===== src/rtl/video_ports_pkg.sv =====
// Shared constants and helpers for the video parameter port block.
// Address map, reset values and packed-byte compositions.
package video_ports_pkg;

  localparam logic [5:0] A_VCONF   = 6'h00;
  localparam logic [5:0] A_VPAGE   = 6'h01;
  localparam logic [5:0] A_GX_LO   = 6'h02;
  localparam logic [5:0] A_GX_HI   = 6'h03;
  localparam logic [5:0] A_GY_LO   = 6'h04;
  localparam logic [5:0] A_GY_HI   = 6'h05;
  localparam logic [5:0] A_TSCONF  = 6'h06;
  localparam logic [5:0] A_PALSEL  = 6'h07;
  localparam logic [5:0] A_TMPAGE  = 6'h08;
  localparam logic [5:0] A_SGPAGE  = 6'h09;
  localparam logic [5:0] A_HINT    = 6'h0A;
  localparam logic [5:0] A_VINT_LO = 6'h0B;
  localparam logic [5:0] A_VINT_HI = 6'h0C;
  localparam logic [5:0] A_CTRL    = 6'h0D;
  localparam logic [5:0] A_ZBORDER = 6'h0E;
  localparam logic [5:0] A_BORDER  = 6'h0F;
  localparam logic [5:0] A_ZVPAGE  = 6'h30;
  localparam logic [5:0] A_LYR     = 6'h10;

  localparam int LYR_STRIDE = 8;

  localparam logic [2:0] L_X_LO  = 3'd0;
  localparam logic [2:0] L_X_HI  = 3'd1;
  localparam logic [2:0] L_Y_LO  = 3'd2;
  localparam logic [2:0] L_Y_HI  = 3'd3;
  localparam logic [2:0] L_GPAGE = 3'd4;

  localparam logic [7:0] RST_VPAGE  = 8'h05;
  localparam logic [7:0] RST_PALSEL = 8'h0F;
  localparam logic [7:0] RST_HINT   = 8'h01;

  function automatic logic [7:0] zvpage_f(
    input logic [7:0] d
  );
    return {6'b000001, d[3], 1'b1};
  endfunction

  function automatic logic [7:0] zborder_f(
    input logic [7:0] pal,
    input logic [7:0] d
  );
    return {pal[3:0], 1'b0, d[2:0]};
  endfunction

endpackage


===== src/rtl/video_offs_reg.sv =====
// One scroll offset: lo latch, optional shadow, active value.
// Hi write assembles the full word so updates are atomic.
module video_offs_reg
  import video_ports_pkg::*;
#(
  parameter int OFFS_W   = 9,
  parameter bit SHADOWED = 1'b1
) (
  input  logic              clk,
  input  logic              res_n,
  input  logic [7:0]        d,
  input  logic              lo_we,
  input  logic              hi_we,
  input  logic              commit,
  output logic [OFFS_W-1:0] q
);

  logic [7:0]        lo;
  logic [OFFS_W-1:0] val;
  logic              unused_d;

  assign val      = {d[OFFS_W-9:0], lo};
  assign unused_d = ^d;

  always_ff @(posedge clk or negedge res_n) begin
    if (!res_n) begin
      lo <= '0;
    end else if (lo_we) begin
      lo <= d;
    end
  end

  if (SHADOWED) begin : g_sh
    logic [OFFS_W-1:0] sh;

    always_ff @(posedge clk or negedge res_n) begin
      if (!res_n) begin
        sh <= '0;
        q  <= '0;
      end else begin
        if (hi_we)  sh <= val;
        if (commit) q  <= sh;
      end
    end
  end else begin : g_im
    always_ff @(posedge clk or negedge res_n) begin
      if (!res_n) begin
        q <= '0;
      end else if (hi_we) begin
        q <= val;
      end
    end
  end

endmodule


===== src/rtl/video_ports_gen.sv =====
// Video parameter port block: byte writes into shadow/active regs,
// line/frame commit, tile layers and vint line stepper.
module video_ports_gen
  import video_ports_pkg::*;
#(
  parameter int NUM_TLAYERS = 2,
  parameter int OFFS_W      = 9,
  parameter int INT_LINES   = 320
) (
  input  logic                          clk,
  input  logic                          res_n,
  input  logic [7:0]                    d,
  input  logic [5:0]                    addr,
  input  logic                          wr_stb,
  input  logic                          int_start,
  input  logic                          line_start_s,
  output logic [7:0]                    border,
  output logic [7:0]                    vpage,
  output logic [7:0]                    vconf,
  output logic [7:0]                    palsel,
  output logic [7:0]                    tsconf,
  output logic [7:0]                    tmpage,
  output logic [7:0]                    sgpage,
  output logic [7:0]                    hint_beg,
  output logic [OFFS_W-1:0]             gx_offs,
  output logic [OFFS_W-1:0]             gy_offs,
  output logic [NUM_TLAYERS*OFFS_W-1:0] tx_offs,
  output logic [NUM_TLAYERS*OFFS_W-1:0] ty_offs,
  output logic [NUM_TLAYERS*8-1:0]      tgpage,
  output logic [8:0]                    vint_beg,
  output logic                          pending
);

  localparam logic [6:0] LYR_END =
    7'(int'(A_LYR) + LYR_STRIDE * NUM_TLAYERS);

  logic [7:0] vconf_sh, vpage_sh, palsel_sh;
  logic       frame_sync;
  logic [3:0] vint_inc;
  logic       commit;

  logic we_vconf, we_vpage, we_gx_lo, we_gx_hi;
  logic we_gy_lo, we_gy_hi, we_tsconf, we_palsel;
  logic we_tmpage, we_sgpage, we_hint, we_vint_lo;
  logic we_vint_hi, we_ctrl, we_zborder, we_border;
  logic we_zvpage, we_lyr;

  logic [5:0] lyr_off;
  logic [2:0] lyr_k, lyr_reg;
  logic       lyr_hit, lyr_lg;
  logic       lg_wr;

  logic [9:0] vsum;
  logic [8:0] vint_next;

  assign commit  = frame_sync ? int_start : line_start_s;
  assign lyr_off = addr - A_LYR;
  assign lyr_k   = lyr_off[5:3];
  assign lyr_reg = lyr_off[2:0];
  assign lyr_hit = (addr >= A_LYR) && ({1'b0, addr} < LYR_END);

  always_comb begin
    we_vconf   = 1'b0;
    we_vpage   = 1'b0;
    we_gx_lo   = 1'b0;
    we_gx_hi   = 1'b0;
    we_gy_lo   = 1'b0;
    we_gy_hi   = 1'b0;
    we_tsconf  = 1'b0;
    we_palsel  = 1'b0;
    we_tmpage  = 1'b0;
    we_sgpage  = 1'b0;
    we_hint    = 1'b0;
    we_vint_lo = 1'b0;
    we_vint_hi = 1'b0;
    we_ctrl    = 1'b0;
    we_zborder = 1'b0;
    we_border  = 1'b0;
    we_zvpage  = 1'b0;
    we_lyr     = 1'b0;
    if (wr_stb) begin
      unique case (1'b1)
        addr == A_VCONF:   we_vconf   = 1'b1;
        addr == A_VPAGE:   we_vpage   = 1'b1;
        addr == A_GX_LO:   we_gx_lo   = 1'b1;
        addr == A_GX_HI:   we_gx_hi   = 1'b1;
        addr == A_GY_LO:   we_gy_lo   = 1'b1;
        addr == A_GY_HI:   we_gy_hi   = 1'b1;
        addr == A_TSCONF:  we_tsconf  = 1'b1;
        addr == A_PALSEL:  we_palsel  = 1'b1;
        addr == A_TMPAGE:  we_tmpage  = 1'b1;
        addr == A_SGPAGE:  we_sgpage  = 1'b1;
        addr == A_HINT:    we_hint    = 1'b1;
        addr == A_VINT_LO: we_vint_lo = 1'b1;
        addr == A_VINT_HI: we_vint_hi = 1'b1;
        addr == A_CTRL:    we_ctrl    = 1'b1;
        addr == A_ZBORDER: we_zborder = 1'b1;
        addr == A_BORDER:  we_border  = 1'b1;
        addr == A_ZVPAGE:  we_zvpage  = 1'b1;
        lyr_hit:           we_lyr     = 1'b1;
        default: ;
      endcase
    end
  end

  assign lyr_lg = we_lyr && (lyr_reg == L_X_LO ||
                             lyr_reg == L_X_HI ||
                             lyr_reg == L_GPAGE);

  assign lg_wr = we_vconf | we_vpage | we_gx_lo |
                 we_gx_hi | we_palsel | lyr_lg;

  // 10-bit sum so an out-of-range written start still wraps once
  assign vsum      = {1'b0, vint_beg} + {6'b0, vint_inc};
  assign vint_next = (vsum >= 10'(INT_LINES))
                   ? 9'(vsum - 10'(INT_LINES))
                   : vsum[8:0];

  always_ff @(posedge clk or negedge res_n) begin
    if (!res_n) begin
      border     <= '0;
      tsconf     <= '0;
      tmpage     <= '0;
      sgpage     <= '0;
      hint_beg   <= RST_HINT;
      vconf_sh   <= '0;
      vconf      <= '0;
      vpage_sh   <= RST_VPAGE;
      vpage      <= RST_VPAGE;
      palsel_sh  <= RST_PALSEL;
      palsel     <= RST_PALSEL;
      frame_sync <= 1'b0;
      vint_inc   <= '0;
      vint_beg   <= '0;
      pending    <= 1'b0;
    end else begin
      if (we_border)  border <= d;
      if (we_zborder) border <= zborder_f(palsel, d);
      if (we_tsconf)  tsconf   <= d;
      if (we_tmpage)  tmpage   <= d;
      if (we_sgpage)  sgpage   <= d;
      if (we_hint)    hint_beg <= d;
      if (we_ctrl)    frame_sync <= d[0];

      if (commit) begin
        vconf  <= vconf_sh;
        palsel <= palsel_sh;
        vpage  <= vpage_sh;
      end
      if (we_vconf)  vconf_sh  <= d;
      if (we_palsel) palsel_sh <= d;
      if (we_vpage)  vpage_sh  <= d;
      if (we_zvpage) begin
        vpage_sh <= zvpage_f(d);
        vpage    <= zvpage_f(d);
      end

      if (we_vint_lo) vint_beg[7:0] <= d;
      if (we_vint_hi) begin
        vint_beg[8] <= d[0];
        vint_inc    <= d[7:4];
      end
      if (int_start && !we_vint_lo && !we_vint_hi)
        vint_beg <= vint_next;

      if (lg_wr)       pending <= 1'b1;
      else if (commit) pending <= 1'b0;
    end
  end

  video_offs_reg #(
    .OFFS_W  (OFFS_W),
    .SHADOWED(1'b1)
  ) u_gx (
    .clk   (clk),
    .res_n (res_n),
    .d     (d),
    .lo_we (we_gx_lo),
    .hi_we (we_gx_hi),
    .commit(commit),
    .q     (gx_offs)
  );

  video_offs_reg #(
    .OFFS_W  (OFFS_W),
    .SHADOWED(1'b0)
  ) u_gy (
    .clk   (clk),
    .res_n (res_n),
    .d     (d),
    .lo_we (we_gy_lo),
    .hi_we (we_gy_hi),
    .commit(commit),
    .q     (gy_offs)
  );

  for (genvar k = 0; k < NUM_TLAYERS; k++) begin : g_lyr
    logic       sel;
    logic [7:0] gp_sh, gp;

    assign sel = we_lyr && (lyr_k == 3'(k));

    video_offs_reg #(
      .OFFS_W  (OFFS_W),
      .SHADOWED(1'b1)
    ) u_x (
      .clk   (clk),
      .res_n (res_n),
      .d     (d),
      .lo_we (sel && lyr_reg == L_X_LO),
      .hi_we (sel && lyr_reg == L_X_HI),
      .commit(commit),
      .q     (tx_offs[k*OFFS_W +: OFFS_W])
    );

    video_offs_reg #(
      .OFFS_W  (OFFS_W),
      .SHADOWED(1'b0)
    ) u_y (
      .clk   (clk),
      .res_n (res_n),
      .d     (d),
      .lo_we (sel && lyr_reg == L_Y_LO),
      .hi_we (sel && lyr_reg == L_Y_HI),
      .commit(commit),
      .q     (ty_offs[k*OFFS_W +: OFFS_W])
    );

    always_ff @(posedge clk or negedge res_n) begin
      if (!res_n) begin
        gp_sh <= '0;
        gp    <= '0;
      end else begin
        if (commit) gp <= gp_sh;
        if (sel && lyr_reg == L_GPAGE) gp_sh <= d;
      end
    end

    assign tgpage[k*8 +: 8] = gp;
  end

endmodule

===== config.mk =====
export PLATFORM = sky130hd
export DESIGN_NAME = video_ports_gen
export DESIGN_NICKNAME = d
export VERILOG_FILES = /design/src/rtl/video_ports_pkg.sv /design/src/rtl/video_offs_reg.sv /design/src/rtl/video_ports_gen.sv
export SDC_FILE = /design/constraint.sdc
export NUM_CORES = 1
export LEC_CHECK = 0
export CORE_MARGIN = 8
export CORE_UTILIZATION = 50
export CTS_BUF_LIST = sky130_fd_sc_hd__clkbuf_4 sky130_fd_sc_hd__clkbuf_8
export CTS_CLUSTER_SIZE = 8
export DETAILED_ROUTE_END_ITERATION = 6
export PLACE_DENSITY_LB_ADDON = 0.05
export REMOVE_ABC_BUFFERS = 1
export SYNTH_ARGS = -nofsm -noshare
export SYNTH_HDL_FRONTEND = slang
export SYNTH_SLANG_ARGS = --single-unit

===== constraint.sdc =====
create_clock -name clk -period 3 [get_ports clk]
set_input_delay 0.6 -clock clk [delete_from_list [all_inputs] [get_ports clk]]
set_output_delay 0.6 -clock clk [all_outputs]
set_load 0.02 [all_outputs]

==> results of run 1 <==
==> state kept, by name (all words and copies together), names as in the netlist, 9 cells and up <==
| signal | flops |
|---|---|
| u_gy.q | 9 |
| g_lyr.u_y.lo | 16 |
| g_lyr.u_x.q | 18 |
| vint_beg | 9 |
| g_lyr.u_x.g_sh.sh | 18 |
| u_gx.q | 9 |
| g_lyr.u_y.q | 18 |
| g_lyr.gp | 16 |
| g_lyr.gp_sh | 16 |
| g_lyr.u_x.lo | 16 |
| u_gx.g_sh.sh | 9 |
==> cells by family after synthesis <==
| logic type | Yosys count |
|---|---|
| flops | 264 |
| mux | 246 |
| simple gates | 109 |
| compound gates | 49 |
| buf+inv | 35 |
| fa+ha+maj | 10 |
| xor+xnor | 4 |
==> where the power goes <==
group          total [uW]  internal [uW]  leakage, uW  switching, uW
combinational        1770            877      0.00255            897
sequential           4210           3950      0.00355            267
clock                3370           2010     0.000505           1350
==> final cells by class <==
| type | count | area, um2 | share of cell area |
|---|---|---|---|
| sequential | 264 | 6623 | 0.4774 |
| tap | 275 | 344.1 | 0.02481 |
| multi-input combinational | 418 | 3886 | 0.2802 |
| clock inverter | 3 | 71.32 | 0.005142 |
| inverter | 7 | 26.28 | 0.001894 |
| clock buffer | 72 | 878.3 | 0.06332 |
| timing repair buffer | 209 | 2042 | 0.1472 |
==> placed cells by master (no fill, tap or decap), types with 3 or more instances in the layout <==
| cell type | n |
|---|---|
| clkbuf_8 | 54 |
| nor2_2 | 9 |
| ha_2 | 3 |
| clkdlybuf4s50_1 | 161 |
| mux2i_1 | 16 |
| a21oi_1 | 11 |
| nand4_1 | 3 |
| mux2_2 | 227 |
| clkbuf_4 | 18 |
| buf_4 | 42 |
| a221o_1 | 5 |
| nand2_1 | 41 |
| inv_1 | 7 |
| nand3_1 | 5 |
| ha_1 | 6 |
| o21ai_0 | 10 |
| dfrtp_1 | 251 |
| and3_1 | 4 |
| nor3_1 | 4 |
| a211oi_1 | 3 |
| dfstp_2 | 13 |
| buf_12 | 5 |
| nor2_1 | 23 |
==> per-stage QoR <==
stage	instance area (um2)	utilization	hold WS, ns	total power (uW)
3_3_place_gp	12890	0.6149	0.4618	5968
4_1_cts	13840	0.6603	0.03805	9427
6_report	13870	0.6619	0.003649	9354
3_5_place_dp	12890	0.6149	0.4710	6025
2_1_floorplan	10490	-	0.3044	5118
5_1_grt	13870	0.6619	0.03208	9779
==> worst paths after layout <==
kind,startpoint,endpoint,slack (ns),cells past startpoint
min,res_n,vint_beg[3],0.004,1
min reg2reg,vconf_sh[0],vconf_sh[0],0.47,2
max reg2reg,vint_beg[0],vint_beg[6],0.13,11
min in group clk,vconf_sh[0],vconf_sh[0],0.47,2
max,vint_beg[0],vint_beg[6],0.13,11
max in group asynchronous,res_n,palsel[2],2.09,2
==> layer usage <==
| layer | up-vias | part of all wire | track usage |
|---|---|---|---|
| met3 | 41 | 0.068 | 0.06252 |
| met1 | 3443 | 0.41 | 0.2515 |
| met5 | - | 0 | 0 |
| met4 | 0 | 0.020 | 0.05766 |
| li1 | 3009 | - | - |
| met2 | 190 | 0.50 | 0.3493 |
==> timing repair <==
| item | 4_1_cts | 5_1_grt |
|---|---|---|
| pin swaps | 1 | 2 |
| endpoints found under the setup margin | 2 | 2 |
| gates resized for setup | 0 | 9 |
| hold buffers | 0 | 0 |
==> critical path: cells and delay by family (launching register included) <==
kind	cells	cell delay, ns
fa+ha+maj	3	0.76
compound gates	3	0.73
xor+xnor	1	0.20
simple gates	3	0.38
mux	1	0.25
flops	1	0.41
==> flow_summary.json, run 1 <==
{
  "seq_area_frac_synth": 0.6242,
  "dp_slack_ns": -0.004379,
  "outcome": "complete, no violations",
  "ys_seq_elements": 264,
  "netlist_instances": 717,
  "io_buffers": 162,
  "drive_above_1_share": 0.3967,
  "boundaryPins": 163,
  "ys_top_cells_by_area": "dfrtp_1, mux2_2, dfstp_2, mux2i_1, nand2_1",
  "hold_path_class": "in -> async",
  "crit_fanout": 3,
  "grt_pass1_vias": 7436,
  "hold_violations": 0,
  "worst_clock_skew_ns": 0.01882,
  "p_leak_uw": 0.006604,
  "nNetsFinal": 972,
  "synth.most_common_cell": "dfrtp_1",
  "critPathKind": "reg -> reg",
  "ctsRootBufferMaster": "clkbuf_8",
  "post-place-cells": 1173,
  "max-cap-violations": 0,
  "relSlewSlack": 0.3799,
  "die_y_um": 161.7,
  "cts_tree": "built",
  "post-route-period-util": 0.9552,
  "critical-path-slowest-cell": "a2111oi_4",
  "ant_nets": 0,
  "post_cts_buffers": 0,
  "gr-total-overflow": 0,
  "slowest_delay_ns": 0.46,
  "numCtsBuffers": 43,
  "clk_latency_ns": 0.54,
  "crit_chain": "ha_2, fa_2, nand3_1, a21oi_1, xor2_1, ha_1, nor4b_4, o221ai_2, a2111oi_4, mux2i_1, nand2_1",
  "yosys.area_share.simple": 0.05318,
  "clock_path_buffers": 3,
  "synth_top_area_share": 0.5920,
  "final_cells": 1248,
  "dieArea_um2": 26140,
  "vdd_drop_max_v": 0.0004323,
  "clock.fmax_mhz": 349.0,
  "synth_compound_area_frac": 0.03373,
  "fin_tns_setup_ns": 0,
  "yosys_warnings": 0,
  "area_growth_pct": 30.73,
  "tightestPinTransition_ns": 0.9273,
  "htree_num_levels": 2,
  "detail_route.wl_per_cell_um": 21.31,
  "synth_flop_cell": "dfrtp_1",
  "drc_errors": 0,
  "worst_setup_path_end_kind": "register",
  "rows": 53,
  "ys_top_cells_by_count": "dfrtp_1, mux2_2, nand2_1",
  "setup_viol_count_final": 0,
  "grt_first_pass_wirelength_mm": 42.16,
  "drt_wl_total_mm": 26.60,
  "synthMuxAreaShare": 0.2591,
  "synthXorXnorAreaFrac": 0.003302,
  "via_per_inst": 5.355,
  "synth_area_per_cell_um2": 14.80,
  "start_util": 0.5063,
  "synth_edf_count": 0,
  "cts.clk_slew.worst_paths_ns": 0.07,
  "track_usage": 0.2061,
  "setup_ws_ns": 0.1343,
  "vias": 6683,
  "synth_top_family_by_area": "multiplexers",
  "required_ns": 3.41,
  "finalMaxSlewViolations": 0,
  "grt_max_degree": 74,
  "cts_num_sinks": 264,
  "first_iter_violations": 232,
  "synth-adder-area-share": 0.01250,
  "fin_crit_ns": 2.866,
  "cp.arrival_ns": 3.27,
  "first_pass_iters": 4,
  "cp-start-kind": "register",
  "power.density_nw_per_um2": 674.3,
  "n_fill_cell": 1592,
  "die_w_um": 161.7,
  "gp_congestion": 0.7810,
  "synth_cell_types": 56,
  "antenna_cells": 0,
  "yosys.area.top_type": "dfrtp_1",
  "synthArstFlopShare": 1.000,
  "core-area_um2": 20960,
  "synth.cell_area_um2": 10610,
  "antenna_found_initial": 1,
  "dpl.hpwl_mm": 18.16
}
Power figures use the tool's default switching activity.
==> inputs of run 2 (changes only) <==
Clock period 3 ns to 2.3 ns, I/O delays scaled along.
==> run 2 against run 1 <==
Against the previous run: the flow now finishes with violations (negative setup slack); die area unchanged; sequential power grew 30%; combinational power rose by 61%; setup slack lost 0.56 ns; hold slack improved by 0.48 ns; count of clock-buffer cells in the layout down 1; first-iteration DRC count up 9.1%; sequential share of layout area down 2.0 points; total power is 33% higher; via count rose by 2.6%; routed wire length up 0.70%; non-clock buffer count rose by 62; critical endpoint unchanged.
==> flow_summary.json, run 2 (synthesized netlist as in run 1, its figures left out) <==
{
  "outcome": "finished with violations",
  "violations": "negative setup slack",
  "cp.arrival_ns": 3.13,
  "worst_setup_path_end_kind": "register",
  "nNetsFinal": 1034,
  "fin_hold_ws_ns": 0.4842,
  "drt_wl_total_mm": 26.79,
  "crit_chain": "buf_6, fa_2, nand3_2, a21oi_2, xor2_1, ha_2, nor4b_4, o221ai_2, a2111oi_4, mux2i_1, nand2_1",
  "first_iter_violations": 253,
  "dieArea_um2": 26140,
  "timing.rr.end": "vint_beg[6]",
  "final_cell_mix": "dfrtp_1, mux2_2, clkdlybuf4s50_1, buf_4, clkbuf_8",
  "vias": 6858,
  "rsz0062_at_grt": "true",
  "power.density_nw_per_um2": 856.5,
  "n_fill_cell": 1492,
  "hold_path_class": "in -> async",
  "hold_violations": 0,
  "start_util": 0.5063,
  "slowest_delay_ns": 0.42,
  "tightestPinTransition_ns": 0.5537,
  "io_buffers": 162,
  "gr-total-overflow": 0,
  "area_growth_pct": 36.56,
  "ant_nets": 0,
  "grt_first_pass_wirelength_mm": 43.00,
  "crit_fanout": 3,
  "drive_above_1_share": 0.4425,
  "htree_num_levels": 2,
  "numCtsBuffers": 43,
  "core-area_um2": 20960,
  "reg2reg_from": "vint_beg[1]",
  "setup_ws_ns": -0.4265,
  "seqCellArea_um2": 6623,
  "cts_num_sinks": 264,
  "detail_route.wl_per_cell_um": 20.43,
  "place_area_um2": 13390,
  "post-route-period-util": 1.185,
  "track_usage": 0.2080,
  "cts.clk_slew.worst_paths_ns": 0.06,
  "cp-start-kind": "register",
  "ctsRootBufferMaster": "clkbuf_8",
  "rows": 53,
  "grt_pass1_vias": 7778,
  "clock_path_buffers": 3,
  "boundaryPins": 163,
  "dpl.hpwl_mm": 17.98,
  "required_ns": 2.70,
  "relSlewSlack": 0.6309,
  "drc_errors": 0,
  "p_leak_uw": 0.006927,
  "final_cell_area_um2": 14490,
  "gp_congestion": 0.8403,
  "final_util": 0.6914,
  "post-place-cells": 1225,
  "finalMaxSlewViolations": 0,
  "max-cap-violations": 0,
  "die_w_um": 161.7,
  "setup_viol_count_final": 3,
  "multi_input_area_um2": 3981,
  "critPathKind": "reg -> reg",
  "clk_latency_ns": 0.54,
  "clock.fmax_mhz": 366.8,
  "via_per_inst": 5.231,
  "reg2reg_slack_ns": -0.43,
  "antenna_found_initial": 1,
  "layout_commonest_cell": "dfrtp_1",
  "cts_tree": "built",
  "final_cells": 1311,
  "die_y_um": 161.7,
  "reg_top3": "g_lyr.u_x.g_sh.sh: 18 flops, g_lyr.u_x.q: 18 flops, g_lyr.u_y.q: 18 flops",
  "vdd_drop_max_v": 0.0006030,
  "fin_crit_ns": 2.726,
  "first_pass_iters": 5,
  "critical-path-slowest-cell": "dfrtp_1",
  "grt_max_degree": 66,
  "worst_clock_skew_ns": 0.01617,
  "worstRegToRegCells": 11
}
-- run 2: per-layer routing --
metal	share of wire	routed length [um]	up-vias	global-route usage
met5	0	0	-	0
met4	0.025	659	0	0.07239
met3	0.064	1705	46	0.05821
met2	0.49	13230	177	0.3480
met1	0.42	11190	3493	0.2556
li1	-	-	3142	-
-- run 2: critical path, delay by kind of cell, from the launching register on --
kind                       cells  cell delay [ns]
muxes                          1             0.23
and+or+nand+nor                3             0.37
xor gates and xnor gates       1             0.21
DFF                            1             0.42
AOI/OAI and AO/OA              3             0.60
adders and majority gates      2             0.61
buffers and inverters          1             0.14
-- run 2: area by class of cell --
type | instances | area share
diodes | 1 | 0.0001727
clock buffers | 71 | 0.05881
clock inverters | 4 | 0.001986
inverters | 7 | 0.001813
multi-input cells | 418 | 0.2748
flip-flops and latches | 264 | 0.4571
well taps | 275 | 0.02375
repair buffers | 271 | 0.1816
-- run 2: how the worst max path moves through the flow --
stage                      startpoint     endpoint  slack (ns)  depth (start not counted)
after global routing      vint_beg[1]  vint_beg[6]       -0.52                         11
after CTS                 vint_beg[0]  vint_beg[6]       -0.36                         11
after floorplan             int_start    palsel[0]       -2.45                          2
after detailed placement  vint_beg[2]  vint_beg[6]       -0.67                         12
after global placement    vint_beg[0]  vint_beg[6]       -0.53                         11
final                     vint_beg[1]  vint_beg[6]       -0.43                         11
-- run 2: repair_timing --
action / CTS / global route
endpoints found under the hold margin: 52 / 0
endpoints found under the setup margin: 3 / 3
hold buffers: 1 / 0
pin swaps: 14 / 1
gates resized for setup: 25 / 1
buffers inserted: 7 / 2
-- run 2: per-stage QoR --
step | setup WS (ns) | power (uW) | setup TNS, ns
6_report | -0.4265 | 12410 | -0.8974
3_5_place_dp | -0.6743 | 8128 | -43.34
3_3_place_gp | -0.5275 | 8075 | -35.69
2_1_floorplan | -2.448 | 6675 | -167.13
4_1_cts | -0.3645 | 12500 | -0.7049
5_1_grt | -0.5218 | 12970 | -1.234
-- run 2: power breakdown --
part           switching, uW  total, uW  leakage, uW  internal, uW
clock                   1750       4090     0.000473          2330
sequential               323       5470      0.00355          5150
combinational           1340       2850      0.00291          1510
total                   3420      12400      0.00693          8990
==> inputs of run 3 (changes only) <==
Settings changed: ABC_AREA set to 1.
==> run 3 against run 2 <==
Against the previous run: sequential share of layout area is 1.6 points higher; routed wire length rose by 3.0%; the flow still finishes with violations (negative setup slack); via count grew 17%; largest cell class unchanged; cell area shrank 3.3%; count of clock-buffer cells in the layout rose by 4; critical path depth increased by 5.
==> flow_summary.json, run 3 <==
{
  "outcome": "finished with violations",
  "violations": "negative setup slack",
  "cts.clk_slew.worst_paths_ns": 0.06,
  "gr-total-overflow": 0,
  "htree_num_levels": 2,
  "grt_pass1_vias": 8381,
  "finalMaxSlewViolations": 0,
  "min-delay-start": "palsel_sh[2]",
  "cp-startpoint": "vint_inc[0]",
  "cp.arrival_ns": 2.86,
  "area_growth_pct": 35.30,
  "p_total_uw": 12140,
  "seq_area_frac_synth": 0.6398,
  "track_usage": 0.2183,
  "core-area_um2": 20300,
  "start_util": 0.5099,
  "clock_path_buffers": 3,
  "ys_seq_elements": 264,
  "p_leak_uw": 0.006921,
  "critPathKind": "reg -> reg",
  "synth_flop_cell": "dfrtp_1",
  "nNetsFinal": 1328,
  "yosys.area.top_type": "dfrtp_1",
  "fin_crit_ns": 2.457,
  "n_fill_cell": 1629,
  "synth_top_area_share": 0.6068,
  "ys_top_cells_by_count": "nand2_1, dfrtp_1, o21ai_0",
  "final_cell_mix": "nand2_1, dfrtp_1, clkdlybuf4s50_1, o21ai_0, buf_4",
  "fin_tns_setup_ns": -0.2972,
  "clk_latency_ns": 0.54,
  "antenna_found_initial": 1,
  "rows": 52,
  "cp-start-kind": "register",
  "detail_route.wl_per_cell_um": 17.24,
  "crit_buf_inv": 1,
  "ctsRootBufferMaster": "clkbuf_8",
  "io_buffers": 162,
  "crit_chain": "ha_2, fa_2, nand3_4, a21oi_2, xor2_1, inv_1, ha_2, nand3b_1, nor2_1, nand3_1, nor2_2, nand2_1, nand2_2, nand3_2, nand3_2, a21oi_1",
  "vias": 8051,
  "path_delay_family": "simple AND/OR/NAND/NOR gates",
  "setup_ws_ns": -0.1565,
  "reg2reg_from": "vint_inc[0]",
  "die_y_um": 159.9,
  "netlist_instances": 1040,
  "drc_errors": 0,
  "first_iter_violations": 370,
  "layout_commonest_cell": "nand2_1",
  "antenna_cells": 0,
  "clock.fmax_mhz": 407.1,
  "grt_max_degree": 84,
  "vdd_drop_max_v": 0.0007182,
  "critical-path-slowest-cell": "fa_2",
  "die_w_um": 159.9,
  "slowest_delay_ns": 0.39,
  "dpl.hpwl_mm": 18.49,
  "numCtsBuffers": 44,
  "first_pass_iters": 5,
  "cts_tree": "built",
  "via_per_inst": 5.032,
  "max-cap-violations": 0,
  "relSlewSlack": 0.4524,
  "synth.most_common_cell": "nand2_1",
  "cts_num_sinks": 264,
  "synth_area_per_cell_um2": 9.953,
  "setup_viol_count_final": 2,
  "power.density_nw_per_um2": 866.6,
  "grt_first_pass_wirelength_mm": 45.33,
  "post-route-period-util": 1.068,
  "hold_path_class": "reg -> reg",
  "rsz0062_at_grt": "true",
  "drt_wl_total_mm": 27.59,
  "synth_cell_types": 30,
  "hold_violations": 0,
  "synth.cell_area_um2": 10350,
  "ant_nets": 0,
  "boundaryPins": 163,
  "reg_top3": "g_lyr.u_x.g_sh.sh: 18 flops, g_lyr.u_x.q: 18 flops, g_lyr.u_y.q: 18 flops",
  "yosys_warnings": 0,
  "required_ns": 2.71,
  "ys_top_cells_by_area": "dfrtp_1, nand2_1, o21ai_0, mux2_2, dfstp_2",
  "synth_edf_count": 0,
  "tightestPinTransition_ns": 0.8205,
  "crit_fanout": 2,
  "synthArstFlopShare": 1.000,
  "gp_congestion": 0.8638,
  "worst_setup_path_end_kind": "register",
  "drive_above_1_share": 0.1910,
  "worst_clock_skew_ns": 0.01676,
  "dieArea_um2": 25560
}
==> run 3: logic make-up after synthesis <==
| logic type | count (synthesis) | share of synthesized area |
|---|---|---|
| AO/OA/AOI/OAI | 169 | 0.08655 |
| XOR/XNOR | 2 | 0.001693 |
| adder cells (fa/ha/maj) | 10 | 0.01281 |
| buffers and inverters | 90 | 0.03348 |
| flip-flops | 264 | 0.6398 |
| multiplexers | 48 | 0.05222 |
| AND/OR/NAND/NOR | 457 | 0.1735 |
==> run 3: power by group <==
part | internal [uW] | switching (uW)
sequential | 5150 | 314
clock | 2450 | 1760
combinational | 1110 | 1350
total | 8710 | 3430
==> run 3: metal layers <==
| metal | vias to the layer above | track usage | wire length (um) |
|---|---|---|---|
| li1 | 3892 | - | - |
| met1 | 3918 | 0.2697 | 11820 |
| met2 | 202 | 0.3698 | 13410 |
| met5 | - | 0 | 8 |
| met4 | 2 | 0.05607 | 437 |
| met3 | 37 | 0.06427 | 1905 |
==> run 3: metrics by stage <==
step,setup slack [ns],hold WS [ns],utilization,instance area [um2],std cells
finish,-0.1565,0.4535,0.6899,14000,1600
detailed placement,-0.2439,0.4542,0.6362,12910,1512
CTS,-0.06904,0.4438,0.6863,13930,1595
global route,-0.2582,0.4582,0.6899,14000,1600
global placement,-0.2117,0.4478,0.6362,12910,1512
floorplan,-1.764,0.1644,-,10190,999
==> run 3: repair_timing <==
action	4_1_cts	5_1_grt
setup buffers	5	5
pin swaps	13	1
hold buffers	1	0
endpoints found under the setup margin	2	2
gates resized for setup	11	8
endpoints found under the hold margin	71	0
==> run 3: cell type report <==
type                            instances  area, um2  share of cell area
Sequential cell                       264       6623              0.4729
Multi-Input combinational cell        686       3476              0.2482
Timing Repair Buffer                  254       2470              0.1764
Clock buffer                           75      900.9             0.06433
Tap cell                              270      337.8             0.02412
Inverter                               49      183.9             0.01313
Clock inverter                          2      13.76           0.0009828
==> run 3: tightest hold or removal path, stage by stage, from the launching register on <==
cell     delay [ns]
dfstp_2        0.37
nand2_1        0.05
nand2_1        0.04
==> run 3: final timing paths <==
path                            slack, ns           endpoint  depth (start not counted)
worst min-delay path                 0.45          palsel[2]                          2
worst max register to register      -0.16        vint_beg[7]                         16
max in group asynchronous            1.06       palsel_sh[2]                          3
min in group asynchronous            0.49  g_lyr[0].u_x.q[2]                          2
worst max-delay path                -0.16        vint_beg[7]                         16
worst min register to register       0.45          palsel[2]                          2
